<file path="src/rtl/dff_share_arbiter_if.sv">
// Requester-side bundle for the shared-register arbiter: request/lock/data in,
// registered grant and shared register contents out.
interface dff_share_arbiter_if #(
   parameter int unsigned NUM_REQ = 4,
   parameter int unsigned DATA_W  = 8
);
   localparam int unsigned OWN_W = $clog2(NUM_REQ);

   logic [NUM_REQ-1:0]        req;
   logic [NUM_REQ-1:0]        lock;
   logic [NUM_REQ*DATA_W-1:0] d_in;
   logic [NUM_REQ-1:0]        gnt;
   logic [DATA_W-1:0]         q;
   logic [OWN_W-1:0]          q_owner;
   logic                      q_valid;
   logic                      locked;

   modport master (
      output req, lock, d_in,
      input  gnt, q, q_owner, q_valid, locked
   );

   modport slave (
      input  req, lock, d_in,
      output gnt, q, q_owner, q_valid, locked
   );
endinterface

</file>
<file path="src/rtl/dff_share_arbiter.sv">
// Round-robin arbiter sharing one DATA_W-bit register among NUM_REQ requesters,
// with capped back-to-back ownership for requesters holding lock.
module dff_share_arbiter #(
   parameter int unsigned NUM_REQ  = 4,
   parameter int unsigned DATA_W   = 8,
   parameter int unsigned HOLD_MAX = 4
) (
   input logic                clk,
   input logic                rst,
   dff_share_arbiter_if.slave bus
);
   localparam int unsigned OWN_W  = $clog2(NUM_REQ);
   localparam int unsigned HCNT_W = $clog2(HOLD_MAX + 1);

   typedef enum logic [1:0] {
      IDLE   = 2'd0,
      GRANT  = 2'd1,
      LOCKED = 2'd2
   } state_e;

   state_e               state_q, state_d;
   logic [HCNT_W-1:0]    hold_cnt_q, hold_cnt_d;
   logic [OWN_W-1:0]     last_q, last_d;
   logic [NUM_REQ-1:0]   gnt_q, gnt_d;
   logic [DATA_W-1:0]    q_q, q_d;
   logic [OWN_W-1:0]     q_owner_q, q_owner_d;
   logic                 q_valid_q, q_valid_d;
   logic                 locked_q, locked_d;

   logic [NUM_REQ-1:0]   elig_c;
   logic [NUM_REQ-1:0]   owner_oh_c;
   logic [OWN_W:0]       pick_all_c;
   logic [OWN_W:0]       pick_oth_c;
   logic                 own_hold_c;
   logic                 grant_c;
   logic                 cont_c;
   logic [OWN_W-1:0]     win_c;

   // First set bit of mask searching upward from last+1 with wrap; MSB flags a hit.
   function automatic logic [OWN_W:0] rr_pick(input logic [NUM_REQ-1:0] mask,
                                              input logic [OWN_W-1:0]   last);
      logic [OWN_W:0] res;
      int unsigned    base;
      int unsigned    idx;
      res  = '0;
      base = 32'(last);
      for (int unsigned k = NUM_REQ; k >= 1; k--) begin
         idx = (base + k) % NUM_REQ;
         if (mask[idx]) res = {1'b1, OWN_W'(idx)};
      end
      return res;
   endfunction

   always_comb begin
      state_d    = state_q;
      hold_cnt_d = hold_cnt_q;
      last_d     = last_q;
      gnt_d      = '0;
      q_d        = q_q;
      q_owner_d  = q_owner_q;
      q_valid_d  = 1'b0;
      grant_c    = 1'b0;
      cont_c     = 1'b0;
      win_c      = '0;

      // A requester granted last edge sits out one edge unless it keeps lock.
      elig_c     = bus.req & ~(gnt_q & ~bus.lock);
      owner_oh_c = NUM_REQ'(1) << last_q;
      pick_all_c = rr_pick(elig_c, last_q);
      pick_oth_c = rr_pick(elig_c & ~owner_oh_c, last_q);
      own_hold_c = (state_q == LOCKED) && bus.req[last_q] && bus.lock[last_q];

      if (own_hold_c) begin
         if (hold_cnt_q < HCNT_W'(HOLD_MAX)) begin
            grant_c = 1'b1;
            cont_c  = 1'b1;
            win_c   = last_q;
         end else if (pick_oth_c[OWN_W]) begin
            grant_c = 1'b1;
            win_c   = pick_oth_c[OWN_W-1:0];
         end else begin
            grant_c = 1'b1;
            cont_c  = 1'b1;
            win_c   = last_q;
         end
      end else if (pick_all_c[OWN_W]) begin
         grant_c = 1'b1;
         win_c   = pick_all_c[OWN_W-1:0];
      end

      if (grant_c) begin
         gnt_d     = NUM_REQ'(1) << win_c;
         q_d       = bus.d_in[32'(win_c)*DATA_W +: DATA_W];
         q_owner_d = win_c;
         q_valid_d = 1'b1;
         last_d    = win_c;
         if (cont_c) begin
            state_d    = LOCKED;
            hold_cnt_d = (hold_cnt_q >= HCNT_W'(HOLD_MAX)) ? HCNT_W'(1)
                                                           : hold_cnt_q + HCNT_W'(1);
         end else if (bus.lock[win_c]) begin
            state_d    = LOCKED;
            hold_cnt_d = HCNT_W'(1);
         end else begin
            state_d    = GRANT;
            hold_cnt_d = '0;
         end
      end else begin
         state_d    = IDLE;
         hold_cnt_d = '0;
      end

      locked_d = (state_d == LOCKED);
   end

   always_ff @(posedge clk or negedge rst) begin
      if (!rst) begin
         state_q    <= IDLE;
         hold_cnt_q <= '0;
         last_q     <= OWN_W'(NUM_REQ - 1);
         gnt_q      <= '0;
         q_q        <= '0;
         q_owner_q  <= '0;
         q_valid_q  <= 1'b0;
         locked_q   <= 1'b0;
      end else begin
         state_q    <= state_d;
         hold_cnt_q <= hold_cnt_d;
         last_q     <= last_d;
         gnt_q      <= gnt_d;
         q_q        <= q_d;
         q_owner_q  <= q_owner_d;
         q_valid_q  <= q_valid_d;
         locked_q   <= locked_d;
      end
   end

   assign bus.gnt     = gnt_q;
   assign bus.q       = q_q;
   assign bus.q_owner = q_owner_q;
   assign bus.q_valid = q_valid_q;
   assign bus.locked  = locked_q;
endmodule
</file>
<file path="src/flat_wrapper.sv">
// flat-port wrapper written by rule: the top's interface ports become plain ports
module dff_share_arbiter_flat 
#(
   parameter int unsigned NUM_REQ  = 4,
   parameter int unsigned DATA_W   = 8,
   parameter int unsigned HOLD_MAX = 4
)
  (clk, rst, bus_req, bus_lock, bus_d_in, bus_gnt, bus_q, bus_q_owner, bus_q_valid, bus_locked);
  dff_share_arbiter_if #(.NUM_REQ(NUM_REQ), .DATA_W(DATA_W)) bus_i ();
  input logic clk;
  input logic rst;
  input wire logic [$bits(bus_i.req)-1:0] bus_req;
  input wire logic [$bits(bus_i.lock)-1:0] bus_lock;
  input wire logic [$bits(bus_i.d_in)-1:0] bus_d_in;
  output wire logic [$bits(bus_i.gnt)-1:0] bus_gnt;
  output wire logic [$bits(bus_i.q)-1:0] bus_q;
  output wire logic [$bits(bus_i.q_owner)-1:0] bus_q_owner;
  output wire logic [$bits(bus_i.q_valid)-1:0] bus_q_valid;
  output wire logic [$bits(bus_i.locked)-1:0] bus_locked;
  assign bus_i.req = bus_req;
  assign bus_i.lock = bus_lock;
  assign bus_i.d_in = bus_d_in;
  assign bus_gnt = bus_i.gnt;
  assign bus_q = bus_i.q;
  assign bus_q_owner = bus_i.q_owner;
  assign bus_q_valid = bus_i.q_valid;
  assign bus_locked = bus_i.locked;
  dff_share_arbiter #(.NUM_REQ(NUM_REQ), .DATA_W(DATA_W), .HOLD_MAX(HOLD_MAX)) u_core (.clk(clk), .rst(rst), .bus(bus_i));
endmodule
</file>
<file path="config.mk">
export PLATFORM = sky130hd
export DESIGN_NAME = dff_share_arbiter_flat
export DESIGN_NICKNAME = d
export VERILOG_FILES = /design/src/rtl/dff_share_arbiter_if.sv /design/src/rtl/dff_share_arbiter.sv /design/src/flat_wrapper.sv
export SDC_FILE = /design/constraint.sdc
export NUM_CORES = 1
export LEC_CHECK = 0
export ABC_CLOCK_PERIOD_IN_PS = 3600
export CAP_MARGIN = 20
export CORE_ASPECT_RATIO = 1.2
export CORE_MARGIN = 3
export CORE_UTILIZATION = 45
export CTS_CLUSTER_SIZE = 28
export DETAILED_ROUTE_END_ITERATION = 6
export DONT_BUFFER_PORTS = 1
export GPL_ROUTABILITY_DRIVEN = 0
export PLACE_DENSITY = 0.68
export REMOVE_ABC_BUFFERS = 1
export SETUP_SLACK_MARGIN = 0.2
export SLEW_MARGIN = 10
export SYNTH_ARGS = -nofsm -noshare
export SYNTH_HDL_FRONTEND = slang
export SYNTH_SLANG_ARGS = --single-unit
</file>
<file path="constraint.sdc">
create_clock -name clk -period 3.6 [get_ports clk]
set_input_delay 0.72 -clock clk [delete_from_list [all_inputs] [get_ports clk]]
set_output_delay 0.72 -clock clk [all_outputs]
set_load 0.02 [all_outputs]
</file>
==> impl_results.md <==
* I/O Buffers at 0
* Largest net degree at the start of global routing at 24
* PD cells at 1110 nW/um^2
* Syn Inst Count at 161
* Bufs on Longest Clock Path at 2
* CTS tree: built
* Post-Syn Area per Cell at 9.92 sq um
* I/O pin total at 58
* Antenna violations before repair at 0
* Core box area at 3370 sq um
* Final min period at 3.17 ns
* Critical-path cell list: inv_2 > ha_2 > mux4_2 > o31ai_2 > mux2i_1 > nor2_2 > buf_4 > mux2i_1 > a221oi_1
* Slew margin rel. at 67.3%
* Unrepaired setup endpoints after global routing: no
* Number of synthesis warnings at 0
* Non-filler cells, final at 200
* Ant. Diodes at 0
* Max-cap viol count at 0
* Max stage delay on crit path at 0.72 ns
* R2r setup slk at 0.43 ns
* Peak VDD IR at 0.000653 V
* Starting Density at 47.5%
* Final-report max-slew violation count at 0
* Crit end category: flop
* Critical Setup Path Class: reg2reg
* Nets at 212
* Ratio of cells with drive above 1 in the final layout at 17.2%
* Clk root buf: clkbuf_8
* Synth async-reset ratio at 100%
* Clk_skew at 0.00431 ns
* Top_reg_cell synth: dfrtp_1
* Cts bufs inserted at 3
* Post-synth EDFFs at 0
* Critical Path Slowest Stage Cell: dfstp_4
* Final Core Density at 50.5%
* F_max at 315 MHz
* Die height at 71.3 microns
* Vias at 1313
* Synth Cell Area at 1600 sq um
* GR Util All Layers at 18.3%
* DRC Markers at 0
* Dpl cells at 194
* TritonCTS Sinks at 23
* Hold WC Path Type: in2async
* Top cell by count, worst path: mux2i_1
* Clk_lat worst skew at 0.26 ns
* Die X-Extent at 60.4 microns
* Setup violations, final at 0
* #FFs+latches synth at 23
* Period utilization at 88.2%
* Site Rows at 23
* Fillers at 297
* Static Leakage at 0.000741 uW
* WL final at 3730 microns
* Layout area overhead at 6.42%
* Reg clk slew, reported paths at 0.08 ns
* Seq/Total Area, Yosys at 36.2%
* H-tree levels at 1
* Vias in the first global route at 1304
* Estimated wirelength of the detail-placed design at 2880 microns
* CP Launch Type: flop
* Router iterations before antenna repair at 4
* DR vias/cell at 6.57
* Critical Path AT at 3.33 ns
* Worst R2R Path Depth at 9
* Critical path required time at 3.76 ns
* Crit path max fanout at 20
* Die ar. at 4300 sq um
* Post-route ant nets at 0
* R2r endpoint: u_core.bus.q[1]$_DFFE_PN0P_
* Drt wl/cell at 18.7 microns
* Setup TNS at 0 ns
* Worst r2r src: u_core.last_q[0]$_DFFE_PN1P_
* First-pass GRT wire length at 5980 microns
* Slew at the pin closest to its max-slew limit at 0.489 ns
* Pwr Total at 1890 uW
* Final Hold Vio Count at 0
* Total gr overflow at 0
* Drt initial violations at 53
* Status: complete, no violations
* Synth unique cells at 47
==> where the power goes <==
group	internal, uW	total [uW]	switching (uW)
Combinational	535	1140	603
Clock	78.8	155	76.3
Sequential	399	597	198
==> cell usage in the layout (no fill, tap or decap), drive strengths merged, types with 5 or more instances in the layout <==
master  netlist  routed
dfrtp        21      21
nand2        12      12
nor2         15      15
inv           5       5
and2          5       5
ha            6       6
o21ai         6       6
nand2b        6       6
a221oi        8       8
a21oi         6       6
mux2i        17      17
buf           3       7
==> worst max-delay path, delay by kind of cell, from the launching register on <==
kind | cells | cell delay (ns)
AO/OA/AOI/OAI | 2 | 0.62
buffers and inverters | 2 | 0.37
adder cells (fa/ha/maj) | 1 | 0.46
flip-flops | 1 | 0.72
multiplexers | 3 | 0.80
AND/OR/NAND/NOR | 1 | 0.09
==> registers in the layout, indices dropped and copies added, names as in the netlist <==
register            count
u_core.bus.q            8
u_core.bus.gnt          4
u_core.hold_cnt_q       3
u_core.bus.q_owner      2
u_core.last_q           2
u_core.state_q          2
u_core.bus.locked       1
u_core.bus.q_valid      1
==> stage by stage <==
stage / hold WS, ns / instance area (sq um) / worst slack [ns]
after global routing: 0.128 / 1700 / 0.235
final: 0.147 / 1700 / 0.425
after detailed placement: 0.425 / 1630 / 0.287
after floorplan: 0.424 / 1550 / 0.144
after CTS: 0.139 / 1680 / 0.267
after global placement: 0.425 / 1630 / 0.361
==> cells by family (layout without fill, tap and decap cells) <==
group                    count (synthesis)  count (layout)  synth area share (%)
AO/OA/AOI/OAI                           39              39                  20.0
buffers and inverters                   15              17                  4.38
adder cells (fa/ha/maj)                  6               6                  4.70
flip-flops                              23              23                  36.2
AND/OR/NAND/NOR                         56              56                  18.5
multiplexers                            22              22                  16.3
==> repair_timing <==
item / 4_1_cts / 5_1_grt
buffers inserted: 0 / 2
endpoints found under the setup margin: 0 / 12
hold buffers: 0 / 0
resized for setup: 0 / 2
==> cell usage after synthesis, types with 2 or more instances <==
cell,n,area share [%]
nor2_2,2,0.78
nand3_1,4,1.3
nand2b_1,5,2.0
nor2b_1,3,1.2
mux2i_1,17,11
a221oi_1,3,1.6
dfstp_2,2,3.3
clkbuf_1,5,1.2
o22ai_1,2,0.78
o21ai_1,2,0.63
nand2_1,12,2.8
o21ai_0,4,1.3
nor3_1,3,0.94
ha_1,6,4.7
a211oi_1,2,0.94
o221ai_1,2,1.1
and2_1,5,2.0
inv_1,4,0.94
mux4_2,3,4.2
and3b_1,2,1.1
buf_2,2,0.63
dfrtp_1,21,33
a221oi_2,5,4.7
o31ai_1,2,0.94
a21o_1,2,0.94
nor2_1,13,3.1
a21oi_1,6,1.9
o211ai_1,3,1.4
==> layer usage <==
metal	global-route usage, %	up-vias	routed length (microns)
li1	-	606	-
met5	0	-	0
met3	4.32	4	431
met4	8.13	0	37
met2	28.7	82	1830
met1	23.6	621	1430
==> how the worst max path moves through the flow <==
stage          slack [ns]                             end  cells past startpoint                         start
4_1_cts              0.27  u_core.hold_cnt_q[0]$_DFF_PN0_                      9  u_core.last_q[0]$_DFFE_PN1P_
3_5_place_dp         0.29  u_core.hold_cnt_q[0]$_DFF_PN0_                      9  u_core.last_q[0]$_DFFE_PN1P_
5_1_grt              0.23     u_core.bus.q[1]$_DFFE_PN0P_                      9  u_core.last_q[0]$_DFFE_PN1P_
2_1_floorplan        0.14  u_core.hold_cnt_q[0]$_DFF_PN0_                      8  u_core.last_q[0]$_DFFE_PN1P_
3_3_place_gp         0.36  u_core.hold_cnt_q[0]$_DFF_PN0_                      9  u_core.last_q[0]$_DFFE_PN1P_
6_report             0.43     u_core.bus.q[1]$_DFFE_PN0P_                      9  u_core.last_q[0]$_DFFE_PN1P_
==> area by class of cell <==
| cell class | count | area, sq um | area share (%) |
|---|---|---|---|
| Timing Repair Buffer | 7 | 52.6 | 3.09 |
| Tap cell | 37 | 46.3 | 2.72 |
| Clock buffer | 4 | 45.0 | 2.65 |
| Sequential cell | 23 | 582 | 34.2 |
| Multi-Input combinational cell | 123 | 952 | 56.0 |
| Inverter | 6 | 22.5 | 1.32 |
No activity file was read; power rests on OpenSTA's default activity.
